`src/rtl/qam_pkg.sv`:
```
// Shared definitions for the qam_mapper constellation mapper: modulation codes,
// coded bits per subcarrier and 8-bit Gray-mapped axis levels (1.0 = 64).
package qam_pkg;

  typedef enum logic [1:0] {
    MT_BPSK  = 2'b00,
    MT_QPSK  = 2'b01,
    MT_16QAM = 2'b10,
    MT_64QAM = 2'b11
  } map_type_e;

  typedef enum logic {
    ST_IDLE    = 1'b0,
    ST_COLLECT = 1'b1
  } state_e;

  localparam int MAX_BPSC = 6;

  localparam logic signed [7:0] LVL_BPSK = 8'sd64;
  localparam logic signed [7:0] LVL_QPSK = 8'sd45;
  localparam logic signed [7:0] LVL_16_1 = 8'sd20;
  localparam logic signed [7:0] LVL_16_3 = 8'sd61;
  localparam logic signed [7:0] LVL_64_1 = 8'sd10;
  localparam logic signed [7:0] LVL_64_3 = 8'sd30;
  localparam logic signed [7:0] LVL_64_5 = 8'sd49;
  localparam logic signed [7:0] LVL_64_7 = 8'sd69;

  function automatic logic [2:0] n_bpsc(input map_type_e t);
    case (t)
      MT_BPSK:  return 3'd1;
      MT_QPSK:  return 3'd2;
      MT_16QAM: return 3'd4;
      default:  return 3'd6;
    endcase
  endfunction

endpackage

```
`src/rtl/qam_mapper_if.sv`:
```
// Serial coded-bit input and mapped I/Q sample output bundle of qam_mapper.
// map_err is present only when QAM_MAP_ERR_CHK_EN is defined.
interface qam_mapper_if #(
  parameter int OUT_W = 8
);
  logic [1:0]              map_type;
  logic                    map_din;
  logic                    map_din_vld;
  logic signed [OUT_W-1:0] map_i;
  logic signed [OUT_W-1:0] map_q;
  logic                    map_vld;
  logic [5:0]              map_idx;
  logic                    map_last;
`ifdef QAM_MAP_ERR_CHK_EN
  logic                    map_err;
`endif

  // Upstream side: feeds bits and consumes samples.
  modport master (
`ifdef QAM_MAP_ERR_CHK_EN
    input  map_err,
`endif
    output map_type, map_din, map_din_vld,
    input  map_i, map_q, map_vld, map_idx, map_last
  );

  // Mapper side.
  modport slave (
`ifdef QAM_MAP_ERR_CHK_EN
    output map_err,
`endif
    input  map_type, map_din, map_din_vld,
    output map_i, map_q, map_vld, map_idx, map_last
  );

endinterface

```
`src/rtl/qam_level_lut.sv`:
```
// Combinational Gray-coded axis level lookup: first bit is the sign, the rest
// select the magnitude. Output is the 8-bit normalised level.
module qam_level_lut
  import qam_pkg::*;
(
  input  map_type_e         type_i,
  input  logic [2:0]        bits_i,
  output logic signed [7:0] lvl_o
);

  logic signed [7:0] mag;

  always_comb begin
    mag = '0;
    case (type_i)
      MT_BPSK:  mag = LVL_BPSK;
      MT_QPSK:  mag = LVL_QPSK;
      MT_16QAM: mag = bits_i[1] ? LVL_16_1 : LVL_16_3;
      default: begin
        // {b1,b2}: 00 -> 7, 01 -> 5, 11 -> 3, 10 -> 1
        case ({bits_i[1], bits_i[2]})
          2'b00:   mag = LVL_64_7;
          2'b01:   mag = LVL_64_5;
          2'b11:   mag = LVL_64_3;
          default: mag = LVL_64_1;
        endcase
      end
    endcase
    lvl_o = bits_i[0] ? mag : -mag;
  end

endmodule

```
`src/rtl/qam_mapper.sv`:
```
// OFDM constellation mapper: groups 1/2/4/6 serial bits into one Gray-coded
// I/Q sample per subcarrier. Define QAM_MAP_ERR_CHK_EN to add sticky map_err.
module qam_mapper
  import qam_pkg::*;
#(
  parameter int OUT_W = 8,
  parameter int N_SC  = 48
) (
  input logic         cb_clk,
  input logic         rst,
  qam_mapper_if.slave bus
);

  localparam logic [5:0] SC_LAST = 6'(N_SC - 1);

  state_e                  state_q, state_d;
  logic [2:0]              bit_cnt_q, bit_cnt_d;
  logic [5:0]              sc_cnt_q, sc_cnt_d;
  logic [MAX_BPSC-1:0]     shift_q, shift_d;
  map_type_e               type_q, type_d;
  logic signed [OUT_W-1:0] map_i_q, map_i_d;
  logic signed [OUT_W-1:0] map_q_q, map_q_d;
  logic                    map_vld_q, map_vld_d;
  logic [5:0]              map_idx_q, map_idx_d;
  logic                    map_last_q, map_last_d;

  logic                    first_of_sym;
  map_type_e               eff_type;
  logic [MAX_BPSC-1:0]     grp_bits;
  logic                    grp_done;
  logic [2:0]              i_bits, q_bits;
  logic signed [7:0]       i_lvl, q_lvl;

  function automatic logic signed [OUT_W-1:0] scale_lvl(input logic signed [7:0] lvl);
    logic signed [OUT_W-1:0] ext;
    ext = OUT_W'(lvl);
    return ext <<< (OUT_W - 8);
  endfunction

  // The modulation is only sampled on the first bit of an OFDM symbol.
  assign first_of_sym = (bit_cnt_q == 3'd0) && (sc_cnt_q == 6'd0);
  assign eff_type     = first_of_sym ? map_type_e'(bus.map_type) : type_q;
  assign grp_done     = bus.map_din_vld && (bit_cnt_q == n_bpsc(eff_type) - 3'd1);

  always_comb begin
    grp_bits           = shift_q;
    grp_bits[bit_cnt_q] = bus.map_din;
  end

  assign i_bits = grp_bits[2:0];

  always_comb begin
    q_bits = '0;
    case (eff_type)
      MT_QPSK:  q_bits = {2'b00, grp_bits[1]};
      MT_16QAM: q_bits = {1'b0, grp_bits[3:2]};
      MT_64QAM: q_bits = grp_bits[5:3];
      default:  q_bits = '0;
    endcase
  end

  qam_level_lut u_lut_i (
    .type_i (eff_type),
    .bits_i (i_bits),
    .lvl_o  (i_lvl)
  );

  qam_level_lut u_lut_q (
    .type_i (eff_type),
    .bits_i (q_bits),
    .lvl_o  (q_lvl)
  );

  always_comb begin
    state_d    = state_q;
    bit_cnt_d  = bit_cnt_q;
    sc_cnt_d   = sc_cnt_q;
    shift_d    = shift_q;
    type_d     = type_q;
    map_i_d    = map_i_q;
    map_q_d    = map_q_q;
    map_vld_d  = 1'b0;
    map_idx_d  = map_idx_q;
    map_last_d = 1'b0;

    if (bus.map_din_vld) begin
      type_d = eff_type;
      if (grp_done) begin
        bit_cnt_d  = '0;
        shift_d    = '0;
        map_vld_d  = 1'b1;
        map_i_d    = scale_lvl(i_lvl);
        map_q_d    = (eff_type == MT_BPSK) ? '0 : scale_lvl(q_lvl);
        map_idx_d  = sc_cnt_q;
        map_last_d = (sc_cnt_q == SC_LAST);
        sc_cnt_d   = (sc_cnt_q == SC_LAST) ? 6'd0 : sc_cnt_q + 6'd1;
      end else begin
        bit_cnt_d = bit_cnt_q + 3'd1;
        shift_d   = grp_bits;
      end
    end

    // COLLECT means a partial group is held; a back-to-back group re-enters it.
    case (state_q)
      ST_IDLE:    if (bus.map_din_vld && !grp_done) state_d = ST_COLLECT;
      ST_COLLECT: if (grp_done) state_d = ST_IDLE;
      default:    state_d = ST_IDLE;
    endcase
  end

  always_ff @(posedge cb_clk) begin
    if (rst) begin
      state_q    <= ST_IDLE;
      bit_cnt_q  <= '0;
      sc_cnt_q   <= '0;
      shift_q    <= '0;
      type_q     <= MT_BPSK;
      map_i_q    <= '0;
      map_q_q    <= '0;
      map_vld_q  <= 1'b0;
      map_idx_q  <= '0;
      map_last_q <= 1'b0;
    end else begin
      state_q    <= state_d;
      bit_cnt_q  <= bit_cnt_d;
      sc_cnt_q   <= sc_cnt_d;
      shift_q    <= shift_d;
      type_q     <= type_d;
      map_i_q    <= map_i_d;
      map_q_q    <= map_q_d;
      map_vld_q  <= map_vld_d;
      map_idx_q  <= map_idx_d;
      map_last_q <= map_last_d;
    end
  end

  assign bus.map_i    = map_i_q;
  assign bus.map_q    = map_q_q;
  assign bus.map_vld  = map_vld_q;
  assign bus.map_idx  = map_idx_q;
  assign bus.map_last = map_last_q;

`ifdef QAM_MAP_ERR_CHK_EN
  logic err_q, err_d;

  assign err_d = err_q | (bus.map_din_vld && !first_of_sym &&
                          (map_type_e'(bus.map_type) != type_q));

  always_ff @(posedge cb_clk) begin
    if (rst) begin
      err_q <= 1'b0;
    end else begin
      err_q <= err_d;
    end
  end

  assign bus.map_err = err_q;
`endif

endmodule

```
`src/flat_wrapper.sv`:
```
// flat-port wrapper written by rule: the top's interface ports become plain ports
module qam_mapper_flat import qam_pkg::*;
#(
  parameter int OUT_W = 8,
  parameter int N_SC  = 48
)
  (cb_clk, rst, bus_map_type, bus_map_din, bus_map_din_vld, bus_map_i, bus_map_q, bus_map_vld, bus_map_idx, bus_map_last);
  qam_mapper_if #(.OUT_W(OUT_W)) bus_i ();
  input logic cb_clk;
  input logic rst;
  input wire logic [$bits(bus_i.map_type)-1:0] bus_map_type;
  input wire logic [$bits(bus_i.map_din)-1:0] bus_map_din;
  input wire logic [$bits(bus_i.map_din_vld)-1:0] bus_map_din_vld;
  output wire logic [$bits(bus_i.map_i)-1:0] bus_map_i;
  output wire logic [$bits(bus_i.map_q)-1:0] bus_map_q;
  output wire logic [$bits(bus_i.map_vld)-1:0] bus_map_vld;
  output wire logic [$bits(bus_i.map_idx)-1:0] bus_map_idx;
  output wire logic [$bits(bus_i.map_last)-1:0] bus_map_last;
  assign bus_i.map_type = bus_map_type;
  assign bus_i.map_din = bus_map_din;
  assign bus_i.map_din_vld = bus_map_din_vld;
  assign bus_map_i = bus_i.map_i;
  assign bus_map_q = bus_i.map_q;
  assign bus_map_vld = bus_i.map_vld;
  assign bus_map_idx = bus_i.map_idx;
  assign bus_map_last = bus_i.map_last;
  qam_mapper #(.OUT_W(OUT_W), .N_SC(N_SC)) u_core (.cb_clk(cb_clk), .rst(rst), .bus(bus_i));
endmodule
```
`config.mk`:
```
export PLATFORM = sky130hd
export DESIGN_NAME = qam_mapper_flat
export DESIGN_NICKNAME = d
export VERILOG_FILES = /design/src/rtl/qam_pkg.sv /design/src/rtl/qam_mapper_if.sv /design/src/rtl/qam_level_lut.sv /design/src/rtl/qam_mapper.sv /design/src/flat_wrapper.sv
export SDC_FILE = /design/constraint.sdc
export NUM_CORES = 1
export LEC_CHECK = 0
export ABC_AREA = 1
export CAP_MARGIN = 25
export CORE_MARGIN = 2
export CORE_UTILIZATION = 55
export CTS_CLUSTER_SIZE = 28
export DETAILED_ROUTE_END_ITERATION = 6
export GPL_ROUTABILITY_DRIVEN = 0
export PLACE_DENSITY = 0.87
export SYNTH_ARGS = -nofsm -noshare
export SYNTH_HDL_FRONTEND = slang
export SYNTH_SLANG_ARGS = --single-unit
```
`constraint.sdc`:
```
create_clock -name cb_clk -period 3.9 [get_ports cb_clk]
set_input_delay 0.975 -clock cb_clk [delete_from_list [all_inputs] [get_ports cb_clk]]
set_output_delay 0.975 -clock cb_clk [all_outputs]
set_load 0.02 [all_outputs]
```
==> results of run 1 <==
[critical path, stage by stage, from the launching register on]
cell	delay (ns)
dfxtp_1	0.51
inv_2	0.15
ha_1	0.25
nand3_2	0.10
nor3_4	0.05
o21ai_2	0.31
inv_1	0.11
ha_1	0.31
nand3_1	0.12
nand2_1	0.06
nand2_2	0.11
inv_1	0.08
ha_1	0.21
o31ai_1	0.30
inv_1	0.08
ha_1	0.28
o211ai_1	0.18
a21oi_1	0.08
[report_power, final]
group          leakage [nW]  switching, mW  total, mW  internal [mW]
registers             0.334         0.0698      0.605          0.535
clock network        0.0687          0.157      0.415          0.258
logic                 0.907          0.964       1.57          0.606
[Yosys cell counts (2+ instances only)]
library cell / instances
nor3_1: 5
nor2_1: 16
o211ai_1: 4
nand4_1: 8
o21ai_0: 19
o21ai_1: 5
inv_1: 43
a211oi_1: 3
dfxtp_1: 41
nand2_1: 77
buf_2: 5
o21ai_2: 2
inv_2: 3
nand3_2: 4
nand3_1: 24
nor2_2: 3
xor2_1: 2
nand2_2: 3
ha_1: 20
xnor2_1: 3
buf_4: 4
a21oi_1: 32
[stage by stage]
stage,util (%),setup slack [ns],area (um2),instances
finish,67.1,0.494,2880,421
global route,67.1,0.205,2880,421
CTS,67.1,0.498,2880,421
detailed placement,63.9,0.244,2740,413
global placement,63.9,0.312,2740,413
floorplan,-,0.804,2410,338
[registers in the layout, summed over array words and instances (netlist names), 2 cells and up]
signal,count
u_core.bus.map_q,8
u_core.bus.map_idx,6
u_core.shift_q,6
u_core.sc_cnt_q,6
u_core.type_q,2
u_core.bit_cnt_q,3
u_core.bus.map_i,8
[final cells by class]
cell class / instances / area, um2
fillers: 374 / 1410
multi-input cells: 238 / 1340
flip-flops and latches: 41 / 821
repair buffers: 35 / 335
inverters: 47 / 179
clock buffers: 5 / 68.8
clock inverters: 3 / 68.8
well taps: 52 / 65.1
[final timing paths]
kind                                      endpoint  slack, ns  depth (start not counted)
setup / recovery  u_core.bus.map_q[1]$_SDFFE_PP0P_       0.49                         17
hold / removal      u_core.shift_q[5]$_SDFFE_PP0P_       0.47                          2
setup reg to reg  u_core.bus.map_q[1]$_SDFFE_PP0P_       0.49                         17
hold reg to reg     u_core.shift_q[5]$_SDFFE_PP0P_       0.47                          2
[layer usage]
layer,wire length [um],vias up
met2,2730,64
met4,61,0
met3,256,10
met5,0,-
met1,2440,1075
li1,-,1165
[logic make-up after synthesis]
| kind of cell | count (synthesis) | synth area share (%) |
|---|---|---|
| AO/OA/AOI/OAI | 69 | 16.0 |
| XOR/XNOR | 5 | 1.81 |
| adder cells (fa/ha/maj) | 20 | 10.4 |
| buffers and inverters | 59 | 10.4 |
| flip-flops | 41 | 34.0 |
| AND/OR/NAND/NOR | 144 | 27.5 |
[cell usage in the layout (no fill, tap or decap), types with 2 or more instances in the layout]
| cell | netlist | final |
|---|---|---|
| a211oi_1 | 3 | 3 |
| a21oi_1 | 32 | 32 |
| buf_4 | 4 | 6 |
| bufinv_16 | 0 | 2 |
| clkbuf_8 | 0 | 5 |
| clkdlybuf4s50_1 | 0 | 29 |
| dfxtp_1 | 41 | 41 |
| ha_1 | 20 | 20 |
| inv_1 | 43 | 43 |
| inv_2 | 3 | 3 |
| nand2_1 | 77 | 77 |
| nand2_2 | 3 | 3 |
| nand3_1 | 24 | 24 |
| nand3_2 | 4 | 4 |
| nand4_1 | 8 | 8 |
| nor2_1 | 16 | 16 |
| nor2_2 | 3 | 3 |
| nor3_1 | 5 | 5 |
| o211ai_1 | 4 | 4 |
| o21ai_0 | 19 | 19 |
| o21ai_1 | 5 | 5 |
| o21ai_2 | 2 | 2 |
| xnor2_1 | 3 | 3 |
| xor2_1 | 2 | 2 |
==> results.py, run 1 <==
metrics = {
    "place": {
        "io_buffers": 29,
        "dp_hpwl_mm": 3.93,
    },
    "final_layout": {
        "diodes": 0,
        "syn2layout_area_growth_pct": 19.3,
        "final_nets": 394,
        "drive_gt1_share_pct": 9.21,
    },
    "critical_path": {
        "critPathCaptureType": "register",
        "startpoint_type": "register",
        "crit_start": "u_core.bit_cnt_q[0]$_SDFFE_PP0P_",
        "r2r-start": "u_core.bit_cnt_q[0]$_SDFFE_PP0P_",
        "path_max_fanout": 9,
        "worstPathRequired_ns": 4.09,
        "crit_type": "register to register",
        "critPathArrivalTime_ns": 3.59,
    },
    "logic_synthesis": {
        "syn_nets": 364,
        "yosys_most_used_dff": "dfxtp_1",
        "ys_seq_area_share_pct": 34.0,
        "syn_area_per_cell_um2": 7.14,
        "synth_edf_count": 0,
        "synth_top_cell_by_area": "dfxtp_1",
        "ys_warn_count": 0,
        "ys_ff_latch": 41,
        "synth_area_leaders": "dfxtp_1, nand2_1, ha_1, inv_1, a21oi_1",
        "synth_top_area_share_pct": 34.0,
        "async_flop_share_pct": 0,
        "synth_cell_types": 34,
        "synth_area_um2": 2410,
        "synthesis.instances": 338,
    },
    "clock_network": {
        "clock-sinks": 41,
        "clkLatencyLatePin_ns": 0.30,
        "cts_root_buf": "clkbuf_8",
        "cts_buffers": 5,
        "cts_hold_buffers": 0,
        "clockBufferDepth": 2,
        "htree_levels": 2,
        "tritoncts": "built",
        "cts.clk_slew.worst_paths_ns": 0.08,
        "post_cts_buffers": 0,
        "cts_resized": 0,
    },
    "sta": {
        "maxSlewHeadroom_pct": 67.1,
        "hold_viol_final": 0,
        "tns_ns": 0,
        "slew_viol_final": 0,
        "layout_min_cycle_time_ns": 3.41,
        "tightest_slew_ns": 0.492,
        "fmax_mhz": 294,
        "finClkSkew_ns": 0.0121,
        "setup_viol": 0,
        "grt_setup_unrepaired": "false",
        "holdWs_ns": 0.465,
        "finalCritPeriodShare_pct": 87.3,
    },
    "die": {
        "fp.coreArea_um2": 4290,
        "pin_count": 30,
        "rows": 24,
        "die_area_um2": 4940,
        "die_w_um": 70.3,
        "chipHeight_um": 70.3,
        "start_util_pct": 56.2,
    },
    "detailed_routing": {
        "drt-total-wl_mm": 5.48,
        "drt_iter0_drc": 132,
        "drtPass1Iterations": 5,
        "viasPerCell": 5.50,
        "avgRoutedWirePerCell_um": 13.0,
        "dr_total_vias": 2314,
        "ant_nets": 0,
        "drc": 0,
    },
    "global_routing": {
        "antenna_found_initial": 0,
        "grt_max_degree": 22,
        "grt_pass1_vias": 2076,
        "grt_use_met3_pct": 5.05,
        "busiest_layer": "met2",
        "grtUsageTotal_pct": 22.7,
        "grt_pass1_wl_mm": 9.16,
        "met2_usage_pct": 39.9,
        "grtUsageMet1_pct": 27.4,
        "grt_overflow": 0,
    },
    "status": {
        "outcome": "complete, no violations",
    },
    "pwr": {
        "worst_ir_drop_vdd_mv": 0.467,
        "p_leak_nw": 1.31,
        "power_density_nw_per_um2": 899,
        "total_power_mw": 2.59,
    },
    "min_path": {
        "worstHoldPathType": "register to register",
        "hp-start": "u_core.shift_q[5]$_SDFFE_PP0P_",
    },
    "job": {
        "cap_violations": 0,
    },
}
(Power assumes the default switching activity.)
==> run 2: changes to the inputs <==
--- a/config.mk
+++ b/config.mk
@@ -5,13 +5,14 @@
 export SDC_FILE = /design/constraint.sdc
 export NUM_CORES = 1
 export LEC_CHECK = 0
-export ABC_AREA = 1
 export CAP_MARGIN = 25
 export CORE_MARGIN = 2
-export CORE_UTILIZATION = 55
+export CORE_UTILIZATION = 63
 export CTS_CLUSTER_SIZE = 28
 export DETAILED_ROUTE_END_ITERATION = 6
+export DONT_BUFFER_PORTS = 1
 export GPL_ROUTABILITY_DRIVEN = 0
+export GPL_TIMING_DRIVEN = 1
 export PLACE_DENSITY = 0.87
 export SYNTH_ARGS = -nofsm -noshare
 export SYNTH_HDL_FRONTEND = slang
==> run 2 against run 1 <==
First-iteration DRC count increased by 0.76%. Maximum frequency decreased by 6.2%. Power decreased by 48%. Largest cell class unchanged. Critical path type unchanged. Sequential share of layout area increased by 2.6 points. Highest routed layer unchanged.
==> results.py, run 2 <==
metrics = {
    "logic_synthesis": {
        "synthesis.instances": 309,
        "synth_area_um2": 2560,
        "synth_compound_area_share_pct": 21.2,
        "synth_area_leaders": "dfxtp_1, ha_1, nand2_1, a21oi_1, nor2_1",
        "synth_top_family_by_area": "simple AND/OR/NAND/NOR gates",
        "async_flop_share_pct": 0,
        "synth_top_cell_by_area": "dfxtp_1",
        "synth_mux_area_share_pct": 4.01,
        "ys_ff_latch": 41,
        "ys_seq_area_share_pct": 32.1,
        "syn_area_per_cell_um2": 8.28,
        "synth-simple-area-share_pct": 23.6,
        "yosys-top-cells-count": "dfxtp_1, nand2_1, a21oi_1",
        "syn_nets": 335,
        "synth_xor_area_share_pct": 2.74,
        "ys_warn_count": 0,
        "yosys_most_used_dff": "dfxtp_1",
        "synth_top_area_share_pct": 32.1,
        "synth_edf_count": 0,
        "yosys.area_share.adder_pct": 9.78,
        "synth_cell_types": 61,
    },
    "final_layout": {
        "layout_commonest_cell": "nand2_1",
        "final_util_pct": 67.1,
        "fill_cells": 306,
        "syn2layout_area_growth_pct": 3.42,
        "layout_common_cells": "nand2_1, dfxtp_1, a21oi_1",
        "multi_input_area_um2": 1570,
        "regArea_um2": 822,
        "diodes": 0,
        "final_nets": 327,
        "drive_gt1_share_pct": 10.3,
        "final_area_um2": 2650,
    },
    "critical_path": {
        "r2r_cells": 16,
        "crit_chain": "inv_1 > ha_1 > and4bb_2 > nand2_4 > mux2i_1 > inv_1 > ha_1 > a22oi_1 > or2_2 > ha_1 > nor2_1 > o311a_1 > ha_1 > inv_1 > mux2i_1 > a22o_1",
        "worstPathRequired_ns": 4.10,
        "cpMaxStageDelayCell": "dfxtp_1",
        "critPathCaptureType": "register",
        "startpoint_type": "register",
        "slowest_delay_ns": 0.57,
        "cp.depth": 16,
        "crit_family": "adder cells",
        "crit_type": "register to register",
        "critPathArrivalTime_ns": 3.83,
        "crit_top_cell": "ha_1",
        "path_max_fanout": 12,
        "crit_buf_inv": 3,
    },
    "detailed_routing": {
        "viasPerCell": 6.16,
        "dr_total_vias": 2161,
        "ant_nets": 0,
        "drc": 0,
        "drt-total-wl_mm": 5.53,
        "avgRoutedWirePerCell_um": 15.8,
        "drtPass1Iterations": 4,
        "drt_iter0_drc": 133,
    },
    "pwr": {
        "total_power_mw": 1.34,
        "power_density_nw_per_um2": 507,
        "switching_share_pct": 40.3,
        "power_frac_comb_pct": 38.1,
        "p_leak_nw": 0.998,
        "worst_ir_drop_vdd_mv": 0.191,
        "seq_power_share_pct": 40.6,
        "clockPowerShare_pct": 21.4,
        "net-switching-power_uw": 541,
        "p_int_uw": 801,
    },
    "clock_network": {
        "tritoncts": "built",
        "clockBufferDepth": 2,
        "post_cts_buffers": 0,
        "htree_levels": 2,
        "cts_root_buf": "clkbuf_8",
        "cts.clk_slew.worst_paths_ns": 0.08,
        "clkLatencyLatePin_ns": 0.30,
        "clock-sinks": 41,
        "cts_buffers": 5,
    },
    "place": {
        "io_buffers": 0,
        "dpl-instance-area_um2": 2550,
        "dp_hpwl_mm": 4.05,
        "place_ws_ns": 0.240,
    },
    "sta": {
        "slew_viol_final": 0,
        "grt_setup_unrepaired": "false",
        "tightest_slew_ns": 0.455,
        "tns_ns": 0,
        "fmax_mhz": 275,
        "layout_min_cycle_time_ns": 3.63,
        "finalCritPeriodShare_pct": 93.1,
        "fin_ws_ns": 0.270,
        "maxSlewHeadroom_pct": 69.3,
        "finClkSkew_ns": 0.00490,
        "setup_viol": 0,
        "hold_viol_final": 0,
    },
    "global_routing": {
        "grt_overflow": 0,
        "grtUsageTotal_pct": 26.1,
        "grt_max_degree": 34,
        "grt_pass1_vias": 2052,
        "grt_pass1_wl_mm": 9.05,
        "antenna_found_initial": 0,
    },
    "die": {
        "pin_count": 30,
        "chipHeight_um": 67.7,
        "start_util_pct": 64.9,
        "fp.coreArea_um2": 3940,
        "rows": 23,
        "die_w_um": 67.7,
        "die_area_um2": 4590,
    },
    "min_path": {
        "hold_depth": 2,
        "worstHoldPathType": "register to register",
    },
    "job": {
        "cap_violations": 0,
    },
    "status": {
        "outcome": "complete, no violations",
    },
}
==> run 2: changes by cell type in the layout (fill, tap and decap cells not counted), sizes merged, moves of 5 or more <==
cell,change
nand2,-39
inv,-30
clkdlybuf4s50,-29
nand3,-16
o21ai,-15
nand4,-6
o2111ai,+6
a211oi,+5
a21oi,-5
mux2i,+5
nand2b,+5
==> run 2: kinds of logic (layout without fill, tap and decap cells) <==
kind of cell | count (synthesis) | in the layout
AO/OA/AOI/OAI | 75 | 75
AND/OR/NAND/NOR | 118 | 118
flip-flops | 41 | 41
XOR/XNOR | 8 | 8
multiplexers | 9 | 9
adder cells (fa/ha/maj) | 20 | 20
buffers and inverters | 38 | 30
==> run 2: cell type report <==
type	instances	area share, %
Clock inverter	1	0.284
Tap cell	50	2.37
Multi-Input combinational cell	230	59.3
Sequential cell	41	31.1
Clock buffer	6	3.12
Inverter	19	2.70
Timing Repair Buffer	4	1.14
==> run 2: repair_timing <==
item	4_1_cts	5_1_grt
endpoints found under the setup margin	0	2
gates resized for setup	0	2
hold buffers	0	0
==> run 2: path summary, 6_finish.rpt <==
path                                       to  slack [ns]                             start
min            u_core.shift_q[3]$_SDFFE_PP0P_        0.46    u_core.shift_q[3]$_SDFFE_PP0P_
max reg2reg  u_core.bus.map_q[1]$_SDFFE_PP0P_        0.27  u_core.bit_cnt_q[1]$_SDFFE_PP0P_
max          u_core.bus.map_q[1]$_SDFFE_PP0P_        0.27  u_core.bit_cnt_q[1]$_SDFFE_PP0P_
min reg2reg    u_core.shift_q[3]$_SDFFE_PP0P_        0.46    u_core.shift_q[3]$_SDFFE_PP0P_
==> run 2: worst reg2reg max path: cells and delay by family, from the launching register on <==
family / cells / cell delay, ns
simple gates: 4 / 0.60
buf+inv: 3 / 0.26
compound gates: 3 / 0.80
fa+ha+maj: 4 / 1.00
mux: 2 / 0.30
flops: 1 / 0.57
==> run 2: power by group through the flow <==
stage | Sequential, mW | Combinational, mW | Clock [mW]
detailed placement | 0.555 | 0.499 | 0
global placement | 0.552 | 0.485 | 0
finish | 0.544 | 0.511 | 0.287
floorplan | 0.540 | 0.418 | 0
global route | 0.553 | 0.559 | 0.303
CTS | 0.545 | 0.504 | 0.290
==> run 2: through the flow <==
stage	std cells	hold WS [ns]
floorplan	309	0.439
global placement	344	0.445
detailed placement	344	0.449
CTS	351	0.461
global route	351	0.484
finish	351	0.462
==> run 2: metal layers <==
metal	global-route usage, %	vias to the layer above	routed length (um)
met2	42.5	52	2620
met3	5.17	17	245
met4	14.0	0	168
met5	0	-	0
met1	32.1	1020	2500
li1	-	1072	-
==> run 3: changes to the inputs <==
--- a/config.mk
+++ b/config.mk
@@ -6,7 +6,7 @@
 export NUM_CORES = 1
 export LEC_CHECK = 0
 export CAP_MARGIN = 25
-export CORE_MARGIN = 2
+export CORE_MARGIN = 3
 export CORE_UTILIZATION = 63
 export CTS_CLUSTER_SIZE = 28
 export DETAILED_ROUTE_END_ITERATION = 6
==> run 3 against run 2 <==
Power rose by 0.51%. Largest cell class unchanged. Wire length fell by 1.3%. Final area rose by 0.38%.
==> results.py, run 3 (same netlist as run 2, synthesis figures left out) <==
metrics = {
    "status": {
        "outcome": "complete, no violations",
    },
    "sta": {
        "holdWs_ns": 0.460,
        "finalCritPeriodShare_pct": 92.5,
        "tns_ns": 0,
        "slew_viol_final": 0,
        "layout_min_cycle_time_ns": 3.61,
        "fmax_mhz": 277,
        "fin_ws_ns": 0.293,
        "setup_viol": 0,
        "tightest_slew_ns": 0.471,
        "grt_setup_unrepaired": "false",
        "finClkSkew_ns": 0.00773,
        "maxSlewHeadroom_pct": 68.2,
        "hold_viol_final": 0,
    },
    "critical_path": {
        "critPathCaptureType": "register",
        "critPathArrivalTime_ns": 3.80,
        "crit_type": "register to register",
        "startpoint_type": "register",
        "path_max_fanout": 13,
        "worstPathRequired_ns": 4.10,
    },
    "pwr": {
        "power_frac_comb_pct": 38.2,
        "seq_power_share_pct": 40.4,
        "power_density_nw_per_um2": 508,
        "net-switching-power_uw": 544,
        "p_leak_nw": 1.00,
        "clockPowerShare_pct": 21.4,
        "worst_ir_drop_vdd_mv": 0.222,
        "p_int_uw": 804,
        "switching_share_pct": 40.4,
    },
    "global_routing": {
        "grt_max_degree": 34,
        "grtUsageTotal_pct": 23.0,
        "grt_overflow": 0,
        "antenna_found_initial": 0,
        "grt_pass1_vias": 1979,
        "grt_pass1_wl_mm": 9.18,
    },
    "clock_network": {
        "clock-sinks": 41,
        "clockBufferDepth": 2,
        "cts_root_buf": "clkbuf_8",
        "htree_levels": 2,
        "cts.clk_slew.worst_paths_ns": 0.08,
        "cts_buffers": 5,
        "clkLatencyLatePin_ns": 0.30,
        "tritoncts": "built",
    },
    "place": {
        "place_inst": 343,
        "dpl-instance-area_um2": 2560,
        "io_buffers": 0,
        "dp_hpwl_mm": 4.01,
        "place_ws_ns": 0.126,
    },
    "detailed_routing": {
        "drt-total-wl_mm": 5.46,
        "avgRoutedWirePerCell_um": 15.6,
        "drc": 0,
        "viasPerCell": 6.14,
        "drtPass1Iterations": 4,
        "ant_nets": 0,
        "drt_iter0_drc": 162,
        "dr_total_vias": 2150,
    },
    "die": {
        "start_util_pct": 67.3,
        "pin_count": 30,
        "chipHeight_um": 69.7,
        "die_area_um2": 4860,
        "rows": 22,
        "fp.coreArea_um2": 3800,
        "die_w_um": 69.7,
    },
    "final_layout": {
        "final_nets": 328,
        "fill_cells": 314,
        "final_cells": 350,
        "diodes": 0,
        "final_area_um2": 2660,
        "layout_commonest_cell": "nand2_1",
        "drive_gt1_share_pct": 11.3,
        "layout_common_cells": "nand2_1, dfxtp_1, a21oi_1",
        "syn2layout_area_growth_pct": 3.82,
    },
    "min_path": {
        "worstHoldPathType": "register to register",
    },
    "job": {
        "cap_violations": 0,
    },
}
[run 3: changes by cell type in the layout (fill, tap and decap cells not counted)]
cell and delta:
mux2i_2 +1, buf_4 +1, dfxtp_2 +1, mux2i_1 -1
o21ai_0 +1, o21ai_1 -1, dfxtp_1 -1
[run 3: per-stage QoR]
step	util [%]	power, mW
3_3_place_gp	67.4	1.04
6_report	69.9	1.35
4_1_cts	69.7	1.34
2_1_floorplan	-	0.958
3_5_place_dp	67.4	1.06
5_1_grt	69.9	1.43
[run 3: cell type report]
class,instances,area [um2],share of cell area (%)
multi-input cells,230,1570,59.2
flip-flops and latches,41,823,31.0
clock buffers,6,82.6,3.11
inverters,19,71.3,2.69
well taps,48,60.1,2.26
repair buffers,5,37.5,1.41
clock inverters,1,7.51,0.283
[run 3: final timing paths]
| kind | from | endpoint | slack [ns] | depth (start not counted) |
|---|---|---|---|---|
| worst max-delay path | u_core.bit_cnt_q[0]$_SDFFE_PP0P_ | u_core.bus.map_q[1]$_SDFFE_PP0P_ | 0.29 | 15 |
| worst min-delay path | u_core.shift_q[4]$_SDFFE_PP0P_ | u_core.shift_q[4]$_SDFFE_PP0P_ | 0.46 | 2 |
| worst min register to register | u_core.shift_q[4]$_SDFFE_PP0P_ | u_core.shift_q[4]$_SDFFE_PP0P_ | 0.46 | 2 |
| worst max register to register | u_core.bit_cnt_q[0]$_SDFFE_PP0P_ | u_core.bus.map_q[1]$_SDFFE_PP0P_ | 0.29 | 15 |
[run 3: routing by layer]
metal | GRT usage [%] | share of wire, %
met1 | 31.2 | 46
met2 | 35.5 | 46
met3 | 5.94 | 6.7
met4 | 7.66 | 1.1
met5 | 0 | 0
[run 3: what timing repair did]
item / CTS / global route
gates resized for setup: 0 / 3
buffers inserted: 0 / 0
setup endpoints to repair: 0 / 4
hold buffers: 0 / 0
[run 3: critical path, stage by stage, from the launching register on]
cell and delay [ns]:
dfxtp_2 0.46, inv_1 0.10, ha_1 0.20, and4bb_2 0.26, nand2_4 0.11, mux2i_2 0.35, inv_1 0.13, ha_1 0.24
a22oi_1 0.23, nor2_1 0.10, ha_1 0.24, o21ai_0 0.40, ha_1 0.31, inv_1 0.07, mux2i_1 0.08, a22o_1 0.23
[run 3: power groups by stage]
stage                     clock network [mW]  logic [mW]  registers [mW]
after CTS                              0.293       0.507           0.544
after floorplan                            0       0.418           0.540
after detailed placement                   0       0.505           0.555
final                                  0.288       0.516           0.545
after global placement                     0       0.489           0.553
after global routing                   0.309       0.570           0.552
